## src/rtl/score_pkg.sv

```systemverilog
// Shared types and defaults for the score digit renderer: sprite geometry,
// transparent colour key, conversion FSM states and the BCD digit type.
package score_pkg;

  localparam int          SPR_W_DEF    = 32;
  localparam int          SPR_H_DEF    = 32;
  localparam logic [23:0] BG_COLOR_DEF = 24'hFFFFFF;

  typedef enum logic [1:0] {
    IDLE,
    SHIFT,
    COMMIT
  } conv_state_t;

  typedef logic [3:0] bcd_digit_t;

  // Double-dabble correction: a nibble of 5 or more would overflow past 9 on the next shift.
  function automatic bcd_digit_t dabble(input bcd_digit_t n);
    return (n >= 4'd5) ? bcd_digit_t'(n + 4'd3) : n;
  endfunction

endpackage

```

## src/rtl/bin2bcd_seq.sv

```systemverilog
// Sequential double-dabble binary-to-BCD converter, one bit per cycle; done pulses
// SCORE_W+1 cycles after start is accepted. start is ignored while a conversion runs.
module bin2bcd_seq
  import score_pkg::*;
#(
  parameter int SCORE_W    = 10,
  parameter int NUM_DIGITS = 3
) (
  input  logic                    Clk,
  input  logic                    Reset_n,
  input  logic                    start,
  input  logic [SCORE_W-1:0]      bin,
  output logic                    done,
  output logic [4*NUM_DIGITS-1:0] bcd
);

  localparam int          BW      = 4 * NUM_DIGITS;
  localparam int          CW      = $clog2(SCORE_W + 1);
  localparam logic [63:0] MAX_VAL = 64'(10 ** NUM_DIGITS - 1);

  conv_state_t        state_q, state_d;
  logic [BW-1:0]      bcd_q, bcd_adj;
  logic [SCORE_W-1:0] bin_q, bin_clamped;
  logic [CW-1:0]      cnt_q;

  // Scores beyond the displayable range saturate to all nines.
  assign bin_clamped = (64'(bin) > MAX_VAL) ? SCORE_W'(MAX_VAL) : bin;

  always_comb begin
    bcd_adj = bcd_q;
    for (int i = 0; i < NUM_DIGITS; i++) begin
      bcd_adj[4*i +: 4] = dabble(bcd_q[4*i +: 4]);
    end
  end

  always_ff @(posedge Clk or negedge Reset_n) begin
    if (!Reset_n) begin
      state_q <= IDLE;
    end else begin
      state_q <= state_d;
    end
  end

  always_comb begin
    state_d = state_q;
    done    = 1'b0;
    case (state_q)
      IDLE:    if (start) state_d = SHIFT;
      SHIFT:   if (cnt_q == CW'(1)) state_d = COMMIT;
      COMMIT: begin
        done    = 1'b1;
        state_d = IDLE;
      end
      default: state_d = IDLE;
    endcase
  end

  always_ff @(posedge Clk or negedge Reset_n) begin
    if (!Reset_n) begin
      bcd_q <= '0;
      bin_q <= '0;
      cnt_q <= '0;
    end else begin
      case (state_q)
        IDLE: begin
          if (start) begin
            bin_q <= bin_clamped;
            bcd_q <= '0;
            cnt_q <= CW'(SCORE_W);
          end
        end
        SHIFT: begin
          {bcd_q, bin_q} <= {bcd_adj, bin_q} << 1;
          cnt_q          <= cnt_q - CW'(1);
        end
        default: ;
      endcase
    end
  end

  assign bcd = bcd_q;

endmodule

```

## src/rtl/score_digit_renderer.sv

```systemverilog
// Score layer: per-frame BCD conversion plus a 3-cycle pixel pipeline
// (address/select, ROM read, colour key); 1 pixel per clock, never stalls.
module score_digit_renderer
  import score_pkg::*;
#(
  parameter int          NUM_DIGITS = 3,
  parameter int          SCORE_W    = 10,
  parameter int          SPR_W      = SPR_W_DEF,
  parameter int          SPR_H      = SPR_H_DEF,
  parameter int          ORIGIN_X   = 16,
  parameter int          ORIGIN_Y   = 16,
  parameter logic [23:0] BG_COLOR   = BG_COLOR_DEF
) (
  input  logic               Clk,
  input  logic               Reset_n,
  input  logic               frame_start,
  input  logic [SCORE_W-1:0] score_in,
  input  logic [9:0]         DrawX,
  input  logic [9:0]         DrawY,
  output logic [18:0]        rom_addr,
  output logic [3:0]         rom_sel,
  input  logic [23:0]        rom_data,
  output logic               pix_valid,
  output logic [23:0]        pix_rgb,
  output logic               bcd_ready
);

  localparam int                 XB    = $clog2(SPR_W);
  localparam int                 SLW   = (NUM_DIGITS > 1) ? $clog2(NUM_DIGITS) : 1;
  localparam logic signed [11:0] X_LIM = 12'(NUM_DIGITS * SPR_W);
  localparam logic signed [11:0] Y_LIM = 12'(SPR_H);

  logic [4*NUM_DIGITS-1:0] conv_bcd, disp_q;
  logic                    conv_done;

  bin2bcd_seq #(
    .SCORE_W    (SCORE_W),
    .NUM_DIGITS (NUM_DIGITS)
  ) u_bin2bcd (
    .Clk     (Clk),
    .Reset_n (Reset_n),
    .start   (frame_start),
    .bin     (score_in),
    .done    (conv_done),
    .bcd     (conv_bcd)
  );

  // Display digits only move on commit, so a frame never shows a half-updated score.
  always_ff @(posedge Clk or negedge Reset_n) begin
    if (!Reset_n) begin
      disp_q    <= '0;
      bcd_ready <= 1'b0;
    end else begin
      bcd_ready <= conv_done;
      if (conv_done) disp_q <= conv_bcd;
    end
  end

  logic signed [11:0] rx, ry;
  logic [SLW-1:0]     slot;
  logic               in_box, blank, lz_run, hit0;
  bcd_digit_t         cur_digit;
  logic [18:0]        addr0;

  assign rx     = 12'(DrawX) - 12'(ORIGIN_X);
  assign ry     = 12'(DrawY) - 12'(ORIGIN_Y);
  assign in_box = (rx >= 12'sd0) && (rx < X_LIM) && (ry >= 12'sd0) && (ry < Y_LIM);
  assign slot   = SLW'(rx[11:XB]);
  assign addr0  = 19'(ry[9:0]) * 19'(SPR_W) + 19'(rx[XB-1:0]);

  // Slot 0 is the most significant digit; a slot is blank while every digit up to it is zero.
  always_comb begin
    cur_digit = '0;
    blank     = 1'b0;
    lz_run    = 1'b1;
    for (int d = 0; d < NUM_DIGITS; d++) begin
      lz_run = lz_run && (disp_q[4*(NUM_DIGITS-1-d) +: 4] == 4'd0);
      if (SLW'(d) == slot) begin
        cur_digit = disp_q[4*(NUM_DIGITS-1-d) +: 4];
        blank     = lz_run && (d != NUM_DIGITS - 1);
      end
    end
  end

  assign hit0 = in_box && !blank;

  logic hit_d1, hit_d2, opaque;

  assign opaque = hit_d2 && (rom_data != BG_COLOR);

  always_ff @(posedge Clk or negedge Reset_n) begin
    if (!Reset_n) begin
      rom_addr  <= '0;
      rom_sel   <= '0;
      hit_d1    <= 1'b0;
      hit_d2    <= 1'b0;
      pix_valid <= 1'b0;
      pix_rgb   <= '0;
    end else begin
      rom_addr  <= hit0 ? addr0 : '0;
      rom_sel   <= hit0 ? cur_digit : '0;
      hit_d1    <= hit0;
      hit_d2    <= hit_d1;
      pix_valid <= opaque;
      pix_rgb   <= opaque ? rom_data : '0;
    end
  end

endmodule
```

## config.mk

```make
export PLATFORM = sky130hd
export DESIGN_NAME = score_digit_renderer
export DESIGN_NICKNAME = d
export VERILOG_FILES = /design/src/rtl/score_pkg.sv /design/src/rtl/bin2bcd_seq.sv /design/src/rtl/score_digit_renderer.sv
export SDC_FILE = /design/constraint.sdc
export NUM_CORES = 1
export LEC_CHECK = 0
export ABC_CLOCK_PERIOD_IN_PS = 2000
export BUFFER_PORTS_ARGS = -buffer_cell sky130_fd_sc_hd__buf_2
export CAP_MARGIN = 5
export CORE_ASPECT_RATIO = 1.2
export CORE_MARGIN = 5
export CORE_UTILIZATION = 41
export CTS_CLUSTER_DIAMETER = 120
export DETAILED_ROUTE_END_ITERATION = 16
export GPL_TIMING_DRIVEN = 0
export PLACE_DENSITY = 0.65
export SLEW_MARGIN = 20
export SYNTH_ARGS = -nofsm -noshare
export SYNTH_HDL_FRONTEND = slang
export SYNTH_SLANG_ARGS = --single-unit
```

## constraint.sdc

```tcl
create_clock -name Clk -period 2 [get_ports Clk]
set_input_delay 0.4 -clock Clk [delete_from_list [all_inputs] [get_ports Clk]]
set_output_delay 0.4 -clock Clk [all_outputs]
set_load 0.01 [all_outputs]
```

==> results_dict.tcl <==
set metrics [dict create \
    end_kind "register" \
    status "finished, final reports clean" \
    via_per_inst 4.87 \
    cts_buffers 9 \
    combPwrFrac_pct 30.0 \
    coreArea_um2 8990 \
    hold_violations 0 \
    synth.avg_cell_area_um2 11.6 \
    drt-initial-drc-count 51 \
    fp.dieW_um 97.4 \
    yosysMostFrequentCell "dfrtp_1" \
    vias 2781 \
    hold_ws_ns 0.0157 \
    htree_levels 3 \
    seqPwrFrac_pct 45.9 \
    peakVddDrop_uv 751 \
    ys_ff_latch 87 \
    antenna_found_initial 0 \
    nNetsFinal 513 \
    track_usage_pct 14.8 \
    wl_per_cell_um 14.0 \
    stdcell_area_um2 4720 \
    final_util_pct 52.5 \
    path_cells "buf_2 -> inv_2 -> ha_1 -> xor2_4 -> a211oi_2 -> or4_4 -> buf_6 -> and4bb_2" \
    synth_top_flop_cell "dfrtp_1" \
    clock_latency_ns 0.35 \
    root_buffer "clkbuf_8" \
    initial_core_util_pct 41.8 \
    regArea_um2 2180 \
    slew_violations 0 \
    fillCellCount 841 \
    synth_area_um2 3760 \
    grt_first_pass_wirelength_mm 13.5 \
    fin_setup_tns_ns 0 \
    place.gp.congestion 0.804 \
    yosysSeqAreaShare_pct 57.9 \
    rows 38 \
    period_share_pct 95.9 \
    hp-class "primary input to asynchronous set/reset pin" \
    cp_max_fo 10 \
    cp_slowest_stage_delay_ns 0.53 \
    die_h_um 115 \
    critPathKind "primary input to register" \
    port_buffers 101 \
    synthTopCellsByCount "dfrtp_1 (87), and2_1 (25), o21ai_0 (25), nor2_1 (20), inv_1 (14)" \
    critPathBufInv 3 \
    boundaryPins 106 \
    p_int_mw 3.48 \
    dp_cells 555 \
    diodes 0 \
    layout-drive-gt1-share_pct 34.6 \
    p_switching_mw 1.75 \
    synth_top_area_share_pct 57.9 \
    fmax_ghz 0.521 \
    power_leakage_nw 2.42 \
    yosys_warnings 0 \
    rsz0062_at_grt "false" \
    grt_pass1_vias 2901 \
    cp_top_family "simple AND/OR/NAND/NOR gates" \
    start_kind "primary input" \
    fin_skew_ns 0.0123 \
    cts_tree "yes" \
    wl_mm 7.99 \
    crit_arrival_ns 2.20 \
    ant_nets 0 \
    finalSetupViolCount 0 \
    crit_slowest_cell "or4_4" \
    clk_pin_slew_worst_paths_ns 0.08 \
    synth_area_leaders "dfrtp_1 (58%), and2_1 (4.2%), and4bb_2 (3.3%)" \
    dieArea_um2 11200 \
    synth_edf_count 0 \
    synth_cell_types 44 \
    yosys.area.top_type "dfrtp_1" \
    final-instance-count-excl-fill 571 \
    cts.sinks 87 \
    grt_max_degree 53 \
    hold_buffers 0 \
    netlist_instances 325 \
    period_minus_slack_ns 1.92 \
    p_sw_share_pct 33.4 \
    syn_to_final_growth_pct 25.6 \
    place.detailed.hpwl_mm 5.98 \
    place_ws_ns -0.291 \
    multiInputGateArea_um2 1490 \
    p_per_area_nw_per_um2 1110 \
    slew-limit-headroom_pct 47.5 \
    dr.pass1.iters 4 \
    grt-ovfl-total 0 \
    placed_cell_area_um2 4500 \
    async_reset_ff_share_pct 100 \
    cp.required_ns 2.28 \
    drc_errors 0 \
    max-cap-violations 0 \
    clkPwrFrac_pct 24.2 \
    cts_max_path_buffers 2 \
    worst_slew_pin_slew_ns 0.786 \
    power_mw 5.23 \
    setup_ws_ns 0.0818 \
]
-- flip-flops by register name (all words and copies together), names as in the netlist --
signal and flops:
disp_q 12, hit_d2 1, u_bin2bcd.bin_q 10, rom_sel 4, bcd_ready 1, pix_rgb 24
pix_valid 1, hit_d1 1, rom_addr 15, u_bin2bcd.cnt_q 4, u_bin2bcd.state_q 2, u_bin2bcd.bcd 12
-- worst paths after layout --
kind	from	slack (ns)	cells past startpoint	endpoint
worst max-delay path	DrawX[4]	0.08	8	rom_addr[7]
worst min-delay path	Reset_n	0.02	1	rom_addr[12]
worst max register to register	disp_q[4]	0.12	5	rom_addr[7]
worst min register to register	hit_d1	0.37	0	hit_d2
max in group asynchronous	Reset_n	1.38	2	rom_addr[5]
min in group Clk	DrawY[4]	0.24	2	rom_addr[9]
-- cell type report --
type                            count  area share (%)
Multi-Input combinational cell    214            31.5
Tap cell                          120            3.18
Clock inverter                      4            1.14
Inverter                           14            1.11
Buffer                             18            2.33
Sequential cell                    87            46.1
Timing Repair Buffer              102            11.3
Clock buffer                       12            3.29
-- power by group through the flow --
stage	Sequential (mW)	Combinational [mW]	Clock [mW]
final	2.40	1.57	1.26
after global placement	2.42	1.52	0
after detailed placement	2.43	1.58	0
after global routing	2.45	1.80	1.37
after floorplan	2.36	1.17	0
after CTS	2.40	1.59	1.30
-- placed cells by master (no fill, tap or decap), types with 3 or more instances in the layout --
cell type and count:
buf_2 100, dfrtp_1 87, and2_1 25, o21ai_0 25, nor2_1 20, inv_1 13, clkbuf_8 13, nand2_1 12
clkbuf_1 11, and4bb_2 10, ha_1 10, nand3_1 9, mux2_2 9, conb_1 9, nand4_1 8, o31ai_1 7
nor3_1 6, nor3b_1 6, nand2b_1 5, xnor2_1 5, a21oi_1 5, o22ai_1 5, buf_4 5, xor2_1 4
mux2i_1 4, or4_1 3, and3_2 3, a32o_1 3
-- layer usage --
layer  share of wire (%)  global-route usage (%)  vias up  wire length (µm)
met5                   0                       0        -                 0
met4                 1.7                    6.65        0               134
met3                 5.8                    3.70       13               463
met2                  51                    25.8       74              4080
met1                  41                    17.2     1329              3310
li1                    -                       -     1365                 -
-- kinds of logic after synthesis --
family,share of synthesized area (%)
AO/OA/AOI/OAI,8.92
XOR/XNOR,2.53
adder cells (fa/ha/maj),3.33
buffers and inverters,3.80
flip-flops,57.9
multiplexers,3.76
other,0.0998
AND/OR/NAND/NOR,19.6
-- timing repair --
| action | in CTS | in global routing |
|---|---|---|
| setup endpoints to repair | 1 | 2 |
| setup buffers | 0 | 0 |
| gates resized for setup | 1 | 1 |
Power figures use the tool's default switching activity.
